===== config.mk =====
export PLATFORM = sky130hd
export DESIGN_NAME = sysid_access_ctrl
export DESIGN_NICKNAME = d
export VERILOG_FILES = /design/src/rtl/sysid_ctrl_pkg.sv /design/src/rtl/sysid_recheck_timer.sv /design/src/rtl/sysid_access_ctrl.sv
export SDC_FILE = /design/constraint.sdc
export NUM_CORES = 1
export LEC_CHECK = 0
export ABC_AREA = 1
export CORE_MARGIN = 4
export CORE_UTILIZATION = 25
export CTS_CLUSTER_SIZE = 16
export DETAILED_ROUTE_END_ITERATION = 10
export DONT_BUFFER_PORTS = 1
export GPL_TIMING_DRIVEN = 0
export PLACE_DENSITY_LB_ADDON = 0.2
export RECOVER_POWER = 100
export SKIP_LAST_GASP = 1
export SLEW_MARGIN = 20
export SYNTH_ARGS = -nofsm -noshare
export SYNTH_HDL_FRONTEND = slang
export SYNTH_SLANG_ARGS = --single-unit
export TNS_END_PERCENT = 30

===== constraint.sdc =====
create_clock -name clock -period 3.35 [get_ports clock]
set_clock_uncertainty 0.2 [all_clocks]
set_input_delay 0.67 -clock clock [delete_from_list [all_inputs] [get_ports clock]]
set_output_delay 0.67 -clock clock [all_outputs]
set_load 0.005 [all_outputs]

===== src/rtl/sysid_ctrl_pkg.sv =====
// Shared types for the system-ID access controller: FSM state encoding and slave word addresses.
package sysid_ctrl_pkg;

    typedef enum logic [2:0] {
        S_IDLE     = 3'd0,
        S_ID       = 3'd1,
        S_TS       = 3'd2,
        S_EVAL     = 3'd3,
        S_HOST     = 3'd4,
        S_HOST_RSP = 3'd5
    } state_e;

    localparam logic SID_ADDR_ID = 1'b0;
    localparam logic SID_ADDR_TS = 1'b1;

endpackage


===== src/rtl/sysid_recheck_timer.sv =====
// Free-running recheck counter: raises expire_o on its last count and wraps; a period of 0 disables it.
module sysid_recheck_timer #(
    parameter int CNT_W          = 32,
    parameter int RECHECK_PERIOD = 0
) (
    input  logic clock,
    input  logic reset_n,
    input  logic reload_i,
    output logic expire_o
);

    localparam bit              EN   = (RECHECK_PERIOD != 0);
    localparam logic [CNT_W-1:0] LAST = EN ? CNT_W'(RECHECK_PERIOD - 1) : '0;

    logic [CNT_W-1:0] cnt_q;
    logic [CNT_W-1:0] cnt_d;

    always_comb begin
        cnt_d = cnt_q;
        if (!EN || reload_i || (cnt_q == LAST)) begin
            cnt_d = '0;
        end else begin
            cnt_d = cnt_q + 1'b1;
        end
    end

    always_ff @(posedge clock or negedge reset_n) begin
        if (!reset_n) begin
            cnt_q <= '0;
        end else begin
            cnt_q <= cnt_d;
        end
    end

    assign expire_o = EN && (cnt_q == LAST);

endmodule


===== src/rtl/sysid_access_ctrl.sv =====
// Arbitrates the sysid slave between a periodic ID/timestamp self-check and one host read port;
// the self-check wins ties, but a waiting host is served right after the check that beat it.
module sysid_access_ctrl
    import sysid_ctrl_pkg::*;
#(
    parameter logic [31:0] EXPECTED_ID    = 32'h0,
    parameter logic [31:0] EXPECTED_TS    = 32'd1537626416,
    parameter int          RECHECK_PERIOD = 0,
    parameter int          CNT_W          = 32
) (
    input  logic        clock,
    input  logic        reset_n,
    input  logic        start,
    input  logic        host_read,
    input  logic        host_address,
    output logic [31:0] host_readdata,
    output logic        host_waitrequest,
    output logic        sid_address,
    input  logic [31:0] sid_readdata,
    output logic        check_done,
    output logic        id_ok,
    output logic        ts_ok,
    output logic        mismatch_pulse,
    output state_e      dbg_state_o
);

    state_e      state_q;
    logic        chk_pend_q;
    logic        chk_pend_d;
    logic        host_turn_q;
    logic        sid_addr_q;
    logic [31:0] rdata_q;
    logic [31:0] host_rdata_q;
    logic        id_match_q;
    logic        check_done_q;
    logic        id_ok_q;
    logic        ts_ok_q;
    logic        mismatch_q;

    logic        expire;
    logic        pend_now;
    logic        take_check;
    logic        ts_match;

    sysid_recheck_timer #(
        .CNT_W          (CNT_W),
        .RECHECK_PERIOD (RECHECK_PERIOD)
    ) u_timer (
        .clock    (clock),
        .reset_n  (reset_n),
        .reload_i (take_check),
        .expire_o (expire)
    );

    // A pending check is consumed the same cycle it launches, so start/expiry arriving
    // while idle merge into that check instead of queueing a second one.
    assign pend_now   = chk_pend_q || start || expire;
    assign take_check = (state_q == S_IDLE) && pend_now && !(host_turn_q && host_read);
    assign chk_pend_d = take_check ? 1'b0 : pend_now;
    assign ts_match   = (rdata_q == EXPECTED_TS);

    always_ff @(posedge clock or negedge reset_n) begin
        if (!reset_n) begin
            state_q      <= S_IDLE;
            chk_pend_q   <= 1'b1;
            host_turn_q  <= 1'b0;
            sid_addr_q   <= SID_ADDR_ID;
            rdata_q      <= '0;
            host_rdata_q <= '0;
            id_match_q   <= 1'b0;
            check_done_q <= 1'b0;
            id_ok_q      <= 1'b0;
            ts_ok_q      <= 1'b0;
            mismatch_q   <= 1'b0;
        end else begin
            chk_pend_q <= chk_pend_d;
            mismatch_q <= 1'b0;
            case (state_q)
                S_IDLE: begin
                    if (take_check) begin
                        state_q     <= S_ID;
                        sid_addr_q  <= SID_ADDR_ID;
                        host_turn_q <= 1'b0;
                    end else if (host_read) begin
                        state_q     <= S_HOST;
                        sid_addr_q  <= host_address;
                        host_turn_q <= 1'b0;
                    end
                end
                S_ID: begin
                    rdata_q    <= sid_readdata;
                    sid_addr_q <= SID_ADDR_TS;
                    state_q    <= S_TS;
                end
                S_TS: begin
                    id_match_q <= (rdata_q == EXPECTED_ID);
                    rdata_q    <= sid_readdata;
                    state_q    <= S_EVAL;
                end
                S_EVAL: begin
                    id_ok_q      <= id_match_q;
                    ts_ok_q      <= ts_match;
                    check_done_q <= 1'b1;
                    mismatch_q   <= !(id_match_q && ts_match);
                    host_turn_q  <= 1'b1;
                    state_q      <= S_IDLE;
                end
                S_HOST: begin
                    rdata_q <= sid_readdata;
                    // A host that dropped its request mid-access gets nothing back.
                    if (host_read) begin
                        host_rdata_q <= sid_readdata;
                    end
                    state_q <= S_HOST_RSP;
                end
                S_HOST_RSP: begin
                    state_q <= S_IDLE;
                end
                default: begin
                    state_q <= S_IDLE;
                end
            endcase
        end
    end

    assign host_waitrequest = host_read && (state_q != S_HOST_RSP);
    assign host_readdata    = host_rdata_q;
    assign sid_address      = sid_addr_q;
    assign check_done       = check_done_q;
    assign id_ok            = id_ok_q;
    assign ts_ok            = ts_ok_q;
    assign mismatch_pulse   = mismatch_q;
    assign dbg_state_o      = state_q;

endmodule


# Yosys cells after proc, flatten, opt, wreduce, memory -nomap -nowiden
# Index checks and enable logic that the tools add are counted.
# word_totals
n_memories	0
ram_bits	0
elab_cells	45
latch_bits	0
reg_bits	75
inputBits	37
rom_bits	0
# classes
n_addsub	0
muxes	11
n_shift	0
eq_ne	7
bitwise_logic	0
div_mod_pow	0
n_reduce_logical	16
mul	0
n_lt_le_gt_ge	0
# ops
op	n
32-bit by 31-bit equality test with 1-bit output, second input constant	1
32-bit logical NOT	1
3-bit one-hot mux with 4 select lines	1
3-bit by 2-bit equality test with 1-bit output, second input constant	2
1-bit 2-to-1 mux	6
3-bit 2-to-1 mux	2
3-bit != test, second input constant	2
2-bit AND reduction	3
1-bit logical AND	5
1-bit one-hot mux with 2 select lines	2
2-bit nonzero test	2
3-bit by 1-bit equality test with 1-bit output, second input constant	1
3-bit equality test, second input constant	1
3-bit logical NOT	1
3-bit OR reduction	1
1-bit logical NOT	2
1-bit logical OR	1

# Logic depth before layout (Yosys ltp)
# Gate-level depths: netlist (run 1).
# logic_depth
ltp_word	5
ltp_mapped	8
ltp_nobuf	8

# Hierarchy
# A second synthesis (run 1) with hierarchy kept.
# unflattened
hier_cells	402
area_unflattened_um2	3350.7
# by_module_without_submodules
module	seq_area_each_um2	cells_each	area_per_inst_um2	instances
sysid_access_ctrl	1878.1	400	3339.5	1
sysid_recheck_timer	0.0	2	11.3	1

# Worst setup path after synthesis (run 1)
# No wires, ideal clock.
# synth_timing
path_type	input to output
startpoint	input host_read
endpoint	output host_waitrequest
slack_ns	1.697
t_arrival_ns	0.783
required_ns	2.480
path_stages	2
cell_sequence	o31ai_1 > inv_1
# synth_between
elab_chain_len	1
# synth_rtl
item	line	source
start, declared	sysid_access_ctrl.sv:14	input logic host_read,
1-bit logical AND	sysid_access_ctrl.sv:126	assign host_waitrequest = host_read && (state_q != S_HOST_RSP);
end, declared	sysid_access_ctrl.sv:17	output logic host_waitrequest,
# No other way between the ends.

# Worst setup path in the final report (run 1)
# layout_timing
startpoint	register state_q[1] (netlist: dbg_state_o[1])
endpoint	register rdata_q[31]
# layout_between
elab_chain_len	2
word_cells_on_any_way	4
# layout_rtl
item	line	source
start, declared	sysid_access_ctrl.sv:27	state_e state_q;
start signal, assigned	sysid_access_ctrl.sv:64	state_q <= S_IDLE;
start signal, assigned	sysid_access_ctrl.sv:81	state_q <= S_ID;
start signal, assigned	sysid_access_ctrl.sv:85	state_q <= S_HOST;
3-bit equality test (tied with other cells)	sysid_access_ctrl.sv:78	case (state_q)
3-bit OR reduction (no line) *	--	
end signal, assigned	sysid_access_ctrl.sv:91	rdata_q <= sid_readdata;
end signal, assigned	sysid_access_ctrl.sv:97	rdata_q <= sid_readdata;
end signal, assigned	sysid_access_ctrl.sv:109	rdata_q <= sid_readdata;
end, declared	sysid_access_ctrl.sv:32	logic [31:0] rdata_q;
# Every way passes the cells marked *; elsewhere a longest branch is shown, timed or not.
# A chain may end at the register's enable or synchronous reset.

==> key figures, run 1 <==
Status
  – Status: finished with violations
  – Failing checks: max-capacitance violations, max-slew violations

CTS
  – Clock Path Buffers: 2
  – Insertion delay to the later sink of the worst-skew pair: between 300 and 400 ps
  – Root buf cell: clkbuf_16
  – CTS H-tree lvls: 3
  – # hold bufs at CTS: 1
  – Clock Sinks: 75
  – TritonCTS Buffers: 9
  – Post-CTS Setup Inserts: 0
  – Resized cells post-CTS: 0
  – Clock slew at reported path FFs: approximately 60 ps
  – CTS tree: yes

Floorplan
  – DIE AREA: between 15000 and 20000 um^2
  – Core ar.: roughly 13000 um^2
  – Die X: between 100 and 150 um
  – Die extent in y: about 120 um
  – # IOs: 78
  – Num rows: 42
  – Initial Util: 0.254

Power and ir drop
  – Sequential power share: 0.416
  – Psw: 1.47 mW
  – Switching Fraction: 0.379
  – Power Internal: between 2 and 2.5 mW
  – Combinational power share: 0.309
  – VDD IR max: 0.000239 V
  – PwrDens: 1020 nW/um^2
  – Clock power frac: 0.276
  – Pwr Total: 3.89 mW
  – Leakage: about 1.9 nW

STA
  – Slew headroom: -0.293
  – Post-route minimum period: roughly 2400 ps
  – Setup_tns: 0 ps
  – Worst-margin pin slew: just under 2000 ps
  – RSZ-0062 raised after global routing: no
  – Final Hold Viols: 0
  – Final period util: 0.720
  – Max-slew violation count: 76
  – Final setup violating endpoints: 0
  – Fmax achieved: about 410 MHz

Flow run
  – MaxCap Viol Count: 1

Placed design
  – Post-detail-place hpwl: around 6500 um
  – GPL Wtd Cong: between 0.7 and 0.8
  – I/O Buffers: 0

Cells and area
  – Number of diodes: 0
  – Area of the multi-input gates: around 1200 um^2
  – Storage element area: roughly 1900 um^2
  – FILL cells: 1448
  – Layout cells sized above 1: 0.0718
  – Layout Nets: 450
  – P&R area growth vs syn: 13.0%

Detailed routing
  – Initial DRT Pass Iterations: 4
  – WL met2: just under 4000 um
  – Met1 wire length: 3990 um
  – Top routing layer used: met4
  – ANT nets after route: 0
  – DR iter-0 viols: ~140
  – DR WL/cell: 15.0 um
  – Vias per cell: between 4 and 5
  – Drt total wl: between 8000 and 9000 um
  – Residual DRC: 0
  – Via count: approximately 2500
  – Met3 wire len: 779 um

Synthesis
  – Seq/Total Area, Yosys: 0.558
  – Post-synth ARST share: 1.00
  – Synthesized area: around 3400 um^2
  – Syn Area/Cell: 8.40 um^2
  – Number of synthesized flops with an enable pin: 0
  – Post-Syn Instances: ~400
  – Synth warn: 0
  – Syn_nets: 438
  – Number of synthesized register bits: 75
  – Number of distinct library cells after synthesis: 26
  – Synth Flop Type: dfrtp_1

Global route
  – Global-route wire length before repair: approximately 14000 um
  – Number of global-route vias before repair: between 2000 and 3000
  – Total GRT Usage: 0.126
  – Initial antenna violation count: 0
  – GRT overflow: 0
  – Largest net degree at the start of global routing: 76

Setup path
  – CP Max Fanout: 10
  – Worst Path Buf+Inv: 2
  – Worst Path Required: 3360 ps
  – Setup CP Type: reg2reg
  – CP arrival: between 2000 and 2500 ps
  – CP endpoint kind: flip-flop
  – Crit-path cells: nor2_1 -> nand2_1 -> nand2_4 -> nor2_1 -> clkinvlp_2 -> clkbuf_1 -> nand2_1 -> o21ai_0
  – FF-to-FF setup slack: roughly 940 ps
  – Slowest CP cell: dfrtp_1
  – Max incr delay on CP: ~450 ps
  – CP top delay family: simple AND/OR/NAND/NOR gates
  – Crit start category: flip-flop

Min path
  – Hold Path Class: in2reg
## final cells by class
type,instances,share of cell area
sequential,75,0.494
multi-input combinational,271,0.305
clock inverter,5,0.0197
clock buffer,11,0.0664
tap,176,0.0579
buffer,15,0.0168
inverter,40,0.0398
timing repair buffer,1,0.00132
## registers in the layout, indices dropped and copies added (netlist names)
register	flops
ts_ok	1
rdata_q	32
host_turn_q	1
check_done	1
mismatch_pulse	1
sid_address	1
dbg_state_o	3
host_readdata	32
id_ok	1
id_match_q	1
chk_pend_q	1
## through the flow
step / hold slack [ps] / std cells / setup WS (ps) / utilization / cell area [um^2]
final: 236 / 594 / 936 / 0.287 / 3800
after global routing: 218 / 594 / 611 / 0.287 / 3800
after CTS: 33.1 / 594 / 1280 / 0.298 / 3940
after detailed placement: 177 / 577 / 1460 / 0.271 / 3590
after global placement: 177 / 577 / 1500 / 0.271 / 3590
after floorplan: 174 / 401 / 1700 / - / 3370
## cells in the mapped netlist (2+ instances only)
library cell / n / share of area
buf_6: 4 / 0.013
nor2_1: 38 / 0.042
o21ai_0: 35 / 0.052
dfrtp_1: 74 / 0.55
nand2_1: 151 / 0.17
inv_1: 38 / 0.042
or2_2: 2 / 0.0037
clkbuf_1: 6 / 0.0067
nand3_1: 10 / 0.015
o21bai_1: 2 / 0.0045
buf_4: 2 / 0.0045
nor2_2: 2 / 0.0037
buf_2: 3 / 0.0045
o21ai_2: 22 / 0.057
## cell families after synthesis
logic type      count (synthesis)  synth area share
flops                          75             0.558
buf+inv                        55            0.0743
compound gates                 62             0.119
simple gates                  209             0.249
## cells in the final DEF, fill, tap and decap left out, drive strengths merged, types with 3 or more instances in the layout
cell      n
dfrtp    74
nand2   153
clkbuf   26
nor2     41
o21ai    58
inv      39
clkinv    3
nand3    11
## worst register-to-register path, stage by stage, from the launching register on
cell	delay [ps]
dfrtp_1	450
nor2_1	100
nand2_1	320
nand2_4	70
nor2_1	180
clkinvlp_2	390
clkbuf_1	370
nand2_1	120
o21ai_0	100
## path summary, 6_finish.rpt
path,end,startpoint,cells after the start
worst max-delay path,rdata_q[31],dbg_state_o[1],8
max in group asynchronous,host_readdata[16],reset_n,1
worst min register to register,rdata_q[1],rdata_q[1],2
worst min-delay path,rdata_q[2],sid_readdata[2],2
min in group asynchronous,host_readdata[30],reset_n,1
worst max register to register,rdata_q[31],dbg_state_o[1],8
## power groups by stage
stage                     sequential, mW  combinational (mW)  clock, mW
after floorplan                     1.56                1.15          0
after global placement              1.64                1.42          0
after detailed placement            1.65                1.43          0
after CTS                           1.64                1.46       1.10
after global routing                1.68                1.42       1.15
final                               1.62                1.20       1.07
## routing by layer
layer,global-route usage,vias to the layer above
met1,0.159,1168
met4,0.0575,0
met5,0,-
li1,-,1262
met2,0.187,75
met3,0.0522,12
Note: power is estimated with default switching activity, not from simulation.
==> run 2: changes to the inputs <==
==> constraint.sdc (replaced) <==
create_clock -name clock -period 2.1 [get_ports clock]
set_clock_uncertainty 0.2 [all_clocks]
set_input_delay 0.42 -clock clock [delete_from_list [all_inputs] [get_ports clock]]
set_output_delay 0.42 -clock clock [all_outputs]
set_load 0.005 [all_outputs]
==> run 2 against run 1 <==
Net effect: the flow finishes with violations (negative hold slack); first-iteration DRC count up 25%; sequential power is 59% higher; core utilization increased by 2.6 points; total power increased by 63%; clock power rose by 59%; register-to-register slack got worse by 710 ps; critical path depth shrank 3; flip-flop and latch count did not move; non-clock buffer count up 31.
==> key figures, run 2 (synthesized netlist as in run 1, its figures left out) <==
Cells and area
  – Area of the multi-input gates: 1160 um^2
  – Most frequent cells in the layout: nand2_1 (151), dfrtp_1 (74), o21ai_0 (53)
  – P&R area growth vs syn: 23.4%
  – Storage element area: 1880 um^2
  – Layout Nets: between 400 and 500
  – Commonest non-fill, non-tap cell in the layout: nand2_1
  – Final std cells w/o fill: ~630
  – FILL cells: 1433
  – Finished Cell Area: between 4000 and 5000 um^2
  – Layout cells sized above 1: 0.0846
  – Number of diodes: 0

Floorplan
  – Die extent in y: roughly 120 um
  – Initial Util: 0.254
  – Core ar.: ~13000 um^2
  – DIE AREA: roughly 15000 um^2
  – # IOs: 78
  – Num rows: 42
  – Die X: 124 um

CTS
  – Resized cells post-CTS: 0
  – Root buf cell: clkbuf_16
  – CTS H-tree lvls: 3
  – Insertion delay to the later sink of the worst-skew pair: 340 ps
  – TritonCTS Buffers: 9
  – Clock Path Buffers: 2
  – Clock Sinks: 75
  – CTS tree: yes
  – Clock slew at reported path FFs: roughly 60 ps
  – # hold bufs at CTS: 32

STA
  – Final period util: 0.892
  – RSZ-0062 raised after global routing: no
  – Final Hold Viols: 75
  – Post-route minimum period: approximately 1900 ps
  – Worst-margin pin slew: 544 ps
  – Hold WS: -426 ps
  – Final setup violating endpoints: 0
  – Setup_tns: 0 ps
  – Slew headroom: 0.634
  – Max-slew violation count: 0
  – Fmax achieved: between 500 and 600 MHz

Placed design
  – I/O Buffers: 0
  – Placed instance count: approximately 580
  – GPL Wtd Cong: 0.784
  – Post-DP Area: 3590 um^2
  – Post-detail-place hpwl: about 6500 um

Detailed routing
  – DR WL/cell: about 14 um
  – DR iter-0 viols: ~180
  – Vias per cell: between 4 and 5
  – ANT nets after route: 0
  – Residual DRC: 0
  – Initial DRT Pass Iterations: 6
  – Via count: 2643
  – Drt total wl: between 9000 and 10000 um

Setup path
  – Reg2reg path depth: 5
  – CP Max Fanout: 10
  – Crit start category: flip-flop
  – CP endpoint kind: flip-flop
  – CP arrival: 1890 ps
  – Worst Path Required: ~2100 ps
  – Setup CP Type: reg2reg

Power and ir drop
  – Pwr Total: about 6.3 mW
  – Leakage: roughly 2.0 nW
  – Switching Fraction: 0.370
  – Psw: between 2 and 2.5 mW
  – Sequential power share: 0.408
  – Power Internal: between 3 and 4 mW
  – Clock power frac: 0.269
  – PwrDens: around 1500 nW/um^2
  – VDD IR max: roughly 0.00037 V
  – Combinational power share: 0.323

Min path
  – Hold Path Class: in2async

Global route
  – GRT overflow: 0
  – Initial antenna violation count: 0
  – Number of global-route vias before repair: about 2700
  – Global-route wire length before repair: between 10000 and 15000 um
  – Total GRT Usage: 0.128
  – Largest net degree at the start of global routing: 76

Status
  – Failing checks: negative hold slack
  – Status: finished with violations

Flow run
  – MaxCap Viol Count: 0
[run 2: cell types whose count changed in the layout (fill, tap and decap cells not counted), sizes merged]
cell / change
clkinvlp: -1
inv: +1
clkbuf: -5
dlygate4sd3: +32
buf: +4
[run 2: power by group through the flow]
| stage | combinational (mW) | clock (mW) | sequential [mW] |
|---|---|---|---|
| finish | 2.04 | 1.70 | 2.58 |
| floorplan | 1.84 | 0 | 2.48 |
| global route | 2.40 | 1.84 | 2.68 |
| CTS | 2.36 | 1.76 | 2.61 |
| global placement | 2.26 | 0 | 2.62 |
| detailed placement | 2.29 | 0 | 2.63 |
[run 2: timing repair]
| item | 4_1_cts | 5_1_grt |
|---|---|---|
| setup buffers | 0 | 0 |
| setup endpoints to repair | 0 | 0 |
| hold endpoints to repair | 134 | 75 |
[run 2: routing by layer]
layer / wire, um / up-vias / track usage
met5: 0 / - / 0
met4: 184 / 0 / 0.0575
met3: 526 / 13 / 0.0404
met2: 4050 / 62 / 0.193
met1: 4240 / 1241 / 0.169
li1: - / 1327 / -
[run 2: layout make-up]
cell class / count / share of cell area
flip-flops and latches: 75 / 0.452
multi-input cells: 271 / 0.280
repair buffers: 32 / 0.0771
clock buffers: 11 / 0.0608
well taps: 176 / 0.0530
inverters: 40 / 0.0361
plain buffers: 15 / 0.0229
clock inverters: 5 / 0.0181
[run 2: worst max-delay path: stages (launching register included)]
cell and delay [ps]:
dfrtp_1 440, nor3_1 500, nor2_4 90, inv_2 200, buf_4 220, o21ai_0 90
[run 2: path summary, 6_finish.rpt]
| check | to | slack, ps | from |
|---|---|---|---|
| setup / recovery | rdata_q[30] | 230 | dbg_state_o[1] |
| hold / removal | host_readdata[2] | -430 | reset_n |
| setup reg to reg | rdata_q[30] | 230 | dbg_state_o[1] |
| hold reg to reg | rdata_q[2] | 290 | rdata_q[2] |
| max in group asynchronous | chk_pend_q | 1930 | reset_n |
| min in group clock | host_readdata[19] | 20 | sid_readdata[19] |
[run 2: stage by stage]
stage | hold slack, ps | worst slack [ps] | util
after floorplan | -75.6 | 627 | -
after global placement | -73.1 | 267 | 0.271
after detailed placement | -73.4 | 214 | 0.271
after CTS | -444 | 196 | 0.320
after global routing | -450 | 59.8 | 0.314
final | -426 | 228 | 0.314
==> run 3: changes to the inputs <==
--- a/config.mk
+++ b/config.mk
@@ -7,7 +7,7 @@
 export LEC_CHECK = 0
 export ABC_AREA = 1
 export CORE_MARGIN = 4
-export CORE_UTILIZATION = 25
+export CORE_UTILIZATION = 56
 export CTS_CLUSTER_SIZE = 16
 export DETAILED_ROUTE_END_ITERATION = 10
 export DONT_BUFFER_PORTS = 1
==> run 3 against run 2 <==
Net effect: the run still ends with negative hold slack left; final cell count shrank 16%; core utilization grew 37 points; via count shrank 0.23%; design area shrank 6.6%; global-route usage grew 9.1 points; non-clock buffer count grew 1; clock-buffer cell count grew 3; setup slack gained 8.7 ps; first-iteration DRC count shrank 41%.
==> key figures, run 3 (synthesized netlist as in run 1, its figures left out) <==
Detailed routing
  – Initial DRT Pass Iterations: 4
  – Vias per cell: 5.05
  – Drt total wl: roughly 7600 um
  – DR iter-0 viols: roughly 110
  – ANT nets after route: 0
  – Via count: between 2000 and 3000
  – Residual DRC: 0
  – DR WL/cell: roughly 15 um

STA
  – Max-slew violation count: 0
  – Final Hold Viols: 75
  – Setup_tns: 0 ps
  – Slew headroom: 0.598
  – Final period util: 0.887
  – Final setup violating endpoints: 0
  – Post-route minimum period: 1860 ps
  – Fmax achieved: between 500 and 600 MHz
  – RSZ-0062 raised after global routing: no
  – Worst-margin pin slew: 599 ps
  – Hold WS: -440 ps

Floorplan
  – Num rows: 27
  – # IOs: 78
  – Initial Util: 0.593
  – Die extent in y: approximately 86 um
  – Die X: ~86 um
  – Core ar.: 5680 um^2
  – DIE AREA: about 7300 um^2

Setup path
  – CP Max Fanout: 10
  – Worst Path Required: 2150 ps
  – CP endpoint kind: flip-flop
  – CP arrival: ~1900 ps
  – Max incr delay on CP: around 550 ps
  – Slowest CP cell: nor3_1
  – Worst Path Buf+Inv: 2
  – Crit start category: flip-flop
  – Setup CP Type: reg2reg
  – Crit-path cells: nor3_1 -> nor2_4 -> inv_4 -> buf_6 -> nand2_1 -> o21ai_0
  – CP top delay family: simple AND/OR/NAND/NOR gates

Placed design
  – Post-detail-place hpwl: between 5000 and 6000 um
  – GPL Wtd Cong: between 0.8 and 0.9
  – I/O Buffers: 0

Cells and area
  – Commonest non-fill, non-tap cell in the layout: nand2_1
  – Final core utilization: 0.684
  – Layout cells sized above 1: 0.0778
  – P&R area growth vs syn: 15.3%
  – Most frequent cells in the layout: nand2_1 (152), dfrtp_1 (74), o21ai_0 (52)
  – Layout Nets: 482
  – Number of diodes: 0

CTS
  – Clock Path Buffers: 2
  – Insertion delay to the later sink of the worst-skew pair: 350 ps
  – CTS H-tree lvls: 3
  – # hold bufs at CTS: 32
  – Post-CTS Setup Inserts: 0
  – Clock slew at reported path FFs: 80 ps
  – Resized cells post-CTS: 0
  – TritonCTS Buffers: 9
  – CTS tree: yes
  – Clock Sinks: 75
  – Root buf cell: clkbuf_8

Flow run
  – MaxCap Viol Count: 0

Global route
  – Global-route wire length before repair: 12600 um
  – Met1 Track Usage GR: 0.286
  – GRT overflow: 0
  – Number of global-route vias before repair: between 2000 and 3000
  – GR met2 Demand/Resource: 0.360
  – Initial antenna violation count: 0
  – Most Crowded Layer GR: met2
  – Met3 GRT Util: 0.0471
  – Total GRT Usage: 0.219
  – Largest net degree at the start of global routing: between 70 and 80

Min path
  – Hold Path Class: in2async

Status
  – Status: finished with violations
  – Failing checks: negative hold slack

Power and ir drop
  – PwrDens: ~1400 nW/um^2
  – VDD IR max: 0.000864 V
  – Leakage: around 2.0 nW
==> run 3: changes by cell type in the layout (fill, tap and decap cells not counted), sizes merged <==
cell,delta
clkinv,-1
buf,+1
clkbuf,+2
dlygate4sd3,+1
bufinv,-2
==> run 3: power breakdown <==
group	switching, mW	total (mW)	leakage [nW]	internal, mW
Clock	0.493	0.984	0.0905	0.492
Sequential	0.438	2.57	0.925	2.14
Combinational	1.32	2.07	0.937	0.752
==> run 3: path summary, 6_finish.rpt <==
kind                       slack (ps)              from     endpoint  cells past startpoint
max                               240    dbg_state_o[1]  rdata_q[11]                      6
min                              -440           reset_n        ts_ok                      0
max reg2reg                       240    dbg_state_o[1]  rdata_q[11]                      6
min reg2reg                       290        rdata_q[2]   rdata_q[2]                      2
max in group asynchronous        1940           reset_n   chk_pend_q                      0
min in group clock                 10  sid_readdata[15]  rdata_q[15]                      2
==> run 3: metrics by stage <==
stage | hold WS (ps) | area, um^2 | worst slack, ps | total power [mW] | cells
floorplan | -75.6 | 3370 | 627 | 4.32 | 401
global placement | -73.9 | 3460 | 421 | 4.76 | 473
detailed placement | -73.8 | 3460 | 376 | 4.87 | 473
CTS | -448 | 3950 | 257 | 5.92 | 521
global route | -458 | 3880 | 108 | 6.09 | 522
finish | -440 | 3880 | 236 | 5.63 | 522
==> run 3: worst reg2reg max path, stage by stage, from the launching register on <==
cell and delay (ps):
dfrtp_1 460, nor3_1 550, nor2_4 100, inv_4 150
buf_6 170, nand2_1 70, o21ai_0 80
==> run 3: layer usage <==
metal | part of all wire | vias to the layer above
met1 | 0.44 | 1231
met2 | 0.49 | 66
li1 | - | 1329
met3 | 0.053 | 11
met5 | 0 | -
met4 | 0.016 | 0
==> run 3: final cells by class <==
| cell class | instances | area [um^2] |
|---|---|---|
| flip-flops and latches | 75 | 1880 |
| fillers | 463 | 1790 |
| multi-input cells | 271 | 1160 |
| repair buffers | 33 | 330 |
| clock buffers | 14 | 163 |
| inverters | 40 | 153 |
| plain buffers | 15 | 95.1 |
| well taps | 72 | 90.1 |
| clock inverters | 2 | 10.0 |
